==> src/rtl/ep_cfg_wb_arbiter.sv <==
// Round-robin arbiter sharing one Wishbone master port among g_num_req agents.
// Optional hung-access timeout via EP_CFG_ARB_TIMEOUT_EN.
//
// Ports:
//   clk_sys_i, rst_n_i (async, active-high)
//   req_i/req_we_i/req_adr_i/req_dat_i/req_sel_i : packed per-requester access
//   gnt_o, done_o, err_o, rdata_o                : owner status and read data
//   wb_cyc/stb/we/adr/sel/dat_o                  : Wishbone master controls
//   wb_dat/ack/err/stall_i                       : Wishbone slave response
module ep_cfg_wb_arbiter #(
  parameter int g_num_req   = 6,
  parameter int g_adr_width = 8,
  parameter int g_timeout   = 255
) (
  input  logic                           clk_sys_i,
  input  logic                           rst_n_i,
  input  logic [g_num_req-1:0]           req_i,
  input  logic [g_num_req-1:0]           req_we_i,
  input  logic [g_num_req*g_adr_width-1:0] req_adr_i,
  input  logic [g_num_req*32-1:0]        req_dat_i,
  input  logic [g_num_req*4-1:0]         req_sel_i,
  output logic [g_num_req-1:0]           gnt_o,
  output logic [g_num_req-1:0]           done_o,
  output logic                           err_o,
  output logic [31:0]                    rdata_o,
  output logic                           wb_cyc_o,
  output logic                           wb_stb_o,
  output logic                           wb_we_o,
  output logic [g_adr_width-1:0]         wb_adr_o,
  output logic [3:0]                     wb_sel_o,
  output logic [31:0]                    wb_dat_o,
  input  logic [31:0]                    wb_dat_i,
  input  logic                           wb_ack_i,
  input  logic                           wb_err_i,
  input  logic                           wb_stall_i
);

  localparam int IW = (g_num_req > 1) ? $clog2(g_num_req) : 1;
  localparam int AW = g_adr_width;

  typedef enum logic [1:0] {
    IDLE,
    ISSUE,
    WAIT,
    DONE
  } state_t;

  state_t          state_q, state_d;
  logic [IW-1:0]   ptr_q, owner_q, pick;
  logic            found;
  logic            we_q, err_q;
  logic [AW-1:0]   adr_q;
  logic [31:0]     dat_q, rdata_q;
  logic [3:0]      sel_q;
  logic [g_num_req-1:0] own_oh;
  logic            resp, cap, tmo, tmo_hit;

  assign resp = wb_ack_i | wb_err_i;

  // First set request scanning upward from ptr, wrapping.
  always_comb begin
    int k;
    k     = 0;
    found = 1'b0;
    pick  = '0;
    for (int i = 0; i < g_num_req; i++) begin
      k = int'(ptr_q) + i;
      if (k >= g_num_req) k = k - g_num_req;
      if (!found && req_i[k]) begin
        found = 1'b1;
        pick  = IW'(k);
      end
    end
  end

  always_comb begin
    state_d = state_q;
    cap     = 1'b0;
    tmo_hit = 1'b0;
    unique case (state_q)
      IDLE: begin
        if (found) state_d = ISSUE;
      end
      ISSUE: begin
        if (!wb_stall_i && resp) begin
          cap     = 1'b1;
          state_d = DONE;
        end else if (tmo) begin
          tmo_hit = 1'b1;
          state_d = DONE;
        end else if (!wb_stall_i) begin
          state_d = WAIT;
        end
      end
      WAIT: begin
        if (resp) begin
          cap     = 1'b1;
          state_d = DONE;
        end else if (tmo) begin
          tmo_hit = 1'b1;
          state_d = DONE;
        end
      end
      DONE: state_d = IDLE;
      default: state_d = IDLE;
    endcase
  end

  always_ff @(posedge clk_sys_i or posedge rst_n_i) begin
    if (rst_n_i) begin
      state_q <= IDLE;
      ptr_q   <= '0;
      owner_q <= '0;
      we_q    <= 1'b0;
      adr_q   <= '0;
      dat_q   <= '0;
      sel_q   <= '0;
      err_q   <= 1'b0;
      rdata_q <= '0;
    end else begin
      state_q <= state_d;
      if (state_q == IDLE && found) begin
        owner_q <= pick;
        we_q    <= req_we_i[pick];
        adr_q   <= req_adr_i[pick*AW +: AW];
        dat_q   <= req_dat_i[pick*32 +: 32];
        sel_q   <= req_sel_i[pick*4 +: 4];
        err_q   <= 1'b0;
      end
      // ack together with err reports err
      if (cap) begin
        err_q <= wb_err_i;
        if (!we_q) rdata_q <= wb_dat_i;
      end
      if (tmo_hit) err_q <= 1'b1;
      if (state_q == DONE) begin
        ptr_q <= (owner_q == IW'(g_num_req-1)) ? '0 : owner_q + 1'b1;
      end
    end
  end

`ifdef EP_CFG_ARB_TIMEOUT_EN
  localparam int TW0 = $clog2(g_timeout+1);
  localparam int TW  = (TW0 > 8) ? TW0 : 8;
  logic [TW-1:0] cnt_q;

  // Cleared in IDLE so it starts at zero on ISSUE entry.
  always_ff @(posedge clk_sys_i or posedge rst_n_i) begin
    if (rst_n_i) begin
      cnt_q <= '0;
    end else if (state_q == IDLE) begin
      cnt_q <= '0;
    end else if (state_q == ISSUE || state_q == WAIT) begin
      cnt_q <= cnt_q + 1'b1;
    end
  end

  assign tmo = (cnt_q == TW'(g_timeout-1));
`else
  assign tmo = 1'b0;
`endif

  always_comb begin
    own_oh          = '0;
    own_oh[owner_q] = 1'b1;
  end

  assign gnt_o    = (state_q != IDLE) ? own_oh : '0;
  assign done_o   = (state_q == DONE) ? own_oh : '0;
  assign err_o    = (state_q == DONE) & err_q;
  assign rdata_o  = rdata_q;
  assign wb_cyc_o = (state_q == ISSUE) || (state_q == WAIT);
  assign wb_stb_o = (state_q == ISSUE);
  assign wb_we_o  = we_q;
  assign wb_adr_o = adr_q;
  assign wb_sel_o = sel_q;
  assign wb_dat_o = dat_q;

endmodule
==> config.mk <==
export PLATFORM = sky130hd
export DESIGN_NAME = ep_cfg_wb_arbiter
export DESIGN_NICKNAME = d
export VERILOG_FILES = /design/src/rtl/ep_cfg_wb_arbiter.sv
export SDC_FILE = /design/constraint.sdc
export NUM_CORES = 1
export LEC_CHECK = 0
export BUFFER_PORTS_ARGS = -buffer_cell sky130_fd_sc_hd__buf_2
export CAP_MARGIN = 30
export CORE_AREA = 10 10 151 153
export CTS_CLUSTER_SIZE = 14
export DETAILED_ROUTE_END_ITERATION = 10
export DIE_AREA = 0 0 161 163
export PLACE_DENSITY_LB_ADDON = 0.1
export SYNTH_ARGS = -nofsm -noshare
export SYNTH_HDL_FRONTEND = slang
export SYNTH_SLANG_ARGS = --single-unit
==> constraint.sdc <==
create_clock -name clk_sys_i -period 11.8 [get_ports clk_sys_i]
set_input_delay 1.18 -clock clk_sys_i [delete_from_list [all_inputs] [get_ports clk_sys_i]]
set_output_delay 1.18 -clock clk_sys_i [all_outputs]
set_load 0.02 [all_outputs]
==> flow_metrics.py <==
metrics = {
    "outcome": {
        "status": "finished clean",
    },
    "clock_tree": {
        "cts_max_level": 3,
        "cts_tree": "yes",
        "holdBufCountCts": 0,
        "cts_resized": 0,
        "cts_made_buffers": 9,
        "clk_pin_slew_worst_paths_ps": 70,
        "clk_path_buf_depth": 2,
        "postCtsSetupBuffers": 0,
        "clk_latency_ps": 350,
        "cts_root_buf": "clkbuf_16",
        "clock_sinks": 86,
    },
    "cells_and_area": {
        "diodes": 0,
        "fin_nets": 1313,
        "n_fill_cell": 1996,
        "area_delta_synth_final_pct": 37.6,
        "stdcell_area_mm2": 0.00898,
        "drive_above_1_share_pct": 52.7,
    },
    "die": {
        "start_util_pct": 32.8,
        "die_y_um": 163,
        "die_width_um": 161,
        "rows": 52,
        "die_area_mm2": 0.0262,
        "pin_count": 405,
        "core-area_mm2": 0.0199,
    },
    "sta": {
        "tightest_slew_ps": 1170,
        "tns_ps": 0,
        "setup_violations": 0,
        "rsz0062_at_grt": "false",
        "post-route-period-util_pct": 45.4,
        "fmaxAchievable_ghz": 0.187,
        "fin_skew_ps": 9.39,
        "fin_crit_ps": 5360,
        "hold_viol": 0,
        "maxSlewHeadroom_pct": 22.1,
        "final_max_slew_viol_count": 0,
    },
    "grt": {
        "grt_use_total_pct": 19.0,
        "overflow": 0,
        "grt_max_degree": 136,
        "grt_pass1_vias": 6552,
        "grt_pass1_wl_mm": 39.2,
        "antenna_found_initial": 1,
    },
    "synthesis": {
        "async_reset_ff_share_pct": 100,
        "synth_ff_type": "dfrtp_1",
        "syn_inst": 613,
        "ys_ff_latch": 86,
        "yosysSeqAreaShare_pct": 33.0,
        "syn_area_mm2": 0.00653,
        "syn_nets": 939,
        "synth_edf_count": 0,
        "synth_area_per_cell_um2": 10.6,
        "ys_warn_count": 0,
        "ys_types": 59,
    },
    "drt": {
        "ant_nets": 0,
        "finalWirelength_mm": 26.5,
        "vias": 6245,
        "vias_per_cell": 4.95,
        "drc": 0,
        "avgRoutedWirePerCell_um": 21.0,
        "drtPass1Iterations": 5,
        "drt-initial-drc-count": 280,
    },
    "worst_setup_path": {
        "startpoint": "ptr_q[0]",
        "required_ps": 12060,
        "crit_fanout": 135,
        "crit_path_start_kind": "register",
        "worstSetupPathType": "register to register",
        "end_kind": "register",
        "arrival_ps": 5610,
        "r2r_start": "ptr_q[0]",
    },
    "power_and_ir_drop": {
        "powerDensity_mw_per_mm2": 419,
        "p_leak_nw": 4.74,
        "irDropWorstVdd_mv": 0.563,
    },
    "run": {
        "maxCapViolations": 0,
    },
    "hold_path": {
        "min_from": "wb_dat_o[9]",
        "hold_class": "register to register",
    },
    "place": {
        "hpwl_mm": 21.7,
        "gp_congestion": 0.814,
        "placement.cell_area_mm2": 0.00867,
        "port_buffers": 404,
    },
}
-- critical path, stage by stage (launching register included) --
cell and delay (ps):
dfrtp_1 840, inv_1 150, ha_1 600, inv_1 210
ha_1 260, a211oi_2 230, a21boi_2 260, mux2i_1 140
a211oi_4 380, o31ai_1 180, a221oi_4 350, buf_12 490
mux2i_1 270, mux2_2 330, o221ai_1 160
-- cells in the mapped netlist (3+ instances only) --
master / count / area [µm²]
a22o_1: 3 / 26.3
xnor2_1: 4 / 35.0
o31ai_1: 3 / 22.5
nor4_1: 3 / 18.8
and2_1: 4 / 25.0
mux2_2: 80 / 901
nor2b_1: 3 / 18.8
o21ai_0: 9 / 45.0
nand3_1: 11 / 55.1
and3_1: 3 / 18.8
a31oi_1: 3 / 18.8
buf_2: 8 / 40.0
buf_6: 11 / 124
o221ai_1: 46 / 403
a21oi_1: 4 / 20.0
nand2b_1: 7 / 43.8
inv_1: 14 / 52.6
nand2_1: 63 / 236
nor3_1: 7 / 35.0
dfrtp_1: 86 / 2150
ha_1: 13 / 163
clkbuf_1: 22 / 82.6
mux2i_1: 142 / 1420
buf_8: 4 / 60.1
nor2_1: 17 / 63.8
-- cell usage in the layout (no fill, tap or decap), types with 7 or more instances in the layout --
cell type  Yosys  layout
nand2_1       63      62
ha_1          13      13
dfrtp_1       86      86
o21ai_0        9       9
nor3_1         7       7
buf_2          8     404
mux2_2        80      80
inv_1         14      13
nand2b_1       7       7
mux2i_1      142     142
nand3_1       11      11
clkbuf_16      0       9
o221ai_1      46      46
nor2_1        17      16
-- final cells by class --
cell class	instances	area (µm²)	share of cell area, %
multi-input combinational	465	4010	44.6
sequential	86	2150	24.0
timing repair buffer	411	2120	23.6
tap	270	338	3.76
clock buffer	10	239	2.66
clock inverter	6	70.1	0.780
inverter	14	55.1	0.613
-- report_power, final --
| group | switching [mW] | total [mW] | internal, mW |
|---|---|---|---|
| clock | 0.125 | 0.297 | 0.171 |
| sequential | 0.101 | 0.557 | 0.456 |
| combinational | 1.57 | 2.90 | 1.33 |
| total | 1.80 | 3.76 | 1.96 |
-- flip-flops by register name, indices dropped and copies added, names as in the netlist --
name,flops
ptr_q,3
wb_adr_o,8
state_q,2
wb_we_o,1
rdata_o,32
err_q,1
owner_q,3
wb_dat_o,32
wb_sel_o,4
-- logic make-up (layout without fill, tap and decap cells) --
family	count (synthesis)	after routing	synth area share, %
XOR/XNOR	6	6	0.805
AO/OA/AOI/OAI	89	89	11.5
multiplexers	226	226	36.7
buffers and inverters	62	441	5.98
AND/OR/NAND/NOR	131	131	9.57
flip-flops	86	86	33.0
adder cells (fa/ha/maj)	13	13	2.49
-- metal layers --
metal	up-vias	global-route usage, %	part of all wire, %
met5	-	0	0.049
met4	2	4.05	1.0
met3	17	6.55	8.1
met2	229	33.0	51
met1	2950	22.2	40
li1	3047	-	-
-- path summary, 6_finish.rpt --
| kind | to | slack, ps | depth (start not counted) |
|---|---|---|---|
| min | wb_dat_o[9] | 480 | 2 |
| min in group asynchronous | rdata_o[27] | 860 | 2 |
| max in group asynchronous | owner_q[2] | 9850 | 3 |
| max reg2reg | wb_dat_o[27] | 6440 | 14 |
| max | wb_dat_o[27] | 6440 | 14 |
| min reg2reg | wb_dat_o[9] | 480 | 2 |
-- per-stage QoR --
stage | setup WS [ps] | std cells | hold slack [ps] | power [mW] | util (%)
floorplan | 8010 | 613 | 460 | 2.91 | -
global placement | 6220 | 1244 | 466 | 3.46 | 43.3
detailed placement | 6430 | 1246 | 468 | 3.48 | 43.5
CTS | 6400 | 1262 | 483 | 3.79 | 45.1
global route | 5960 | 1262 | 511 | 4.03 | 45.1
finish | 6440 | 1262 | 484 | 3.76 | 45.1
Note: power is estimated with default switching activity, not from simulation.
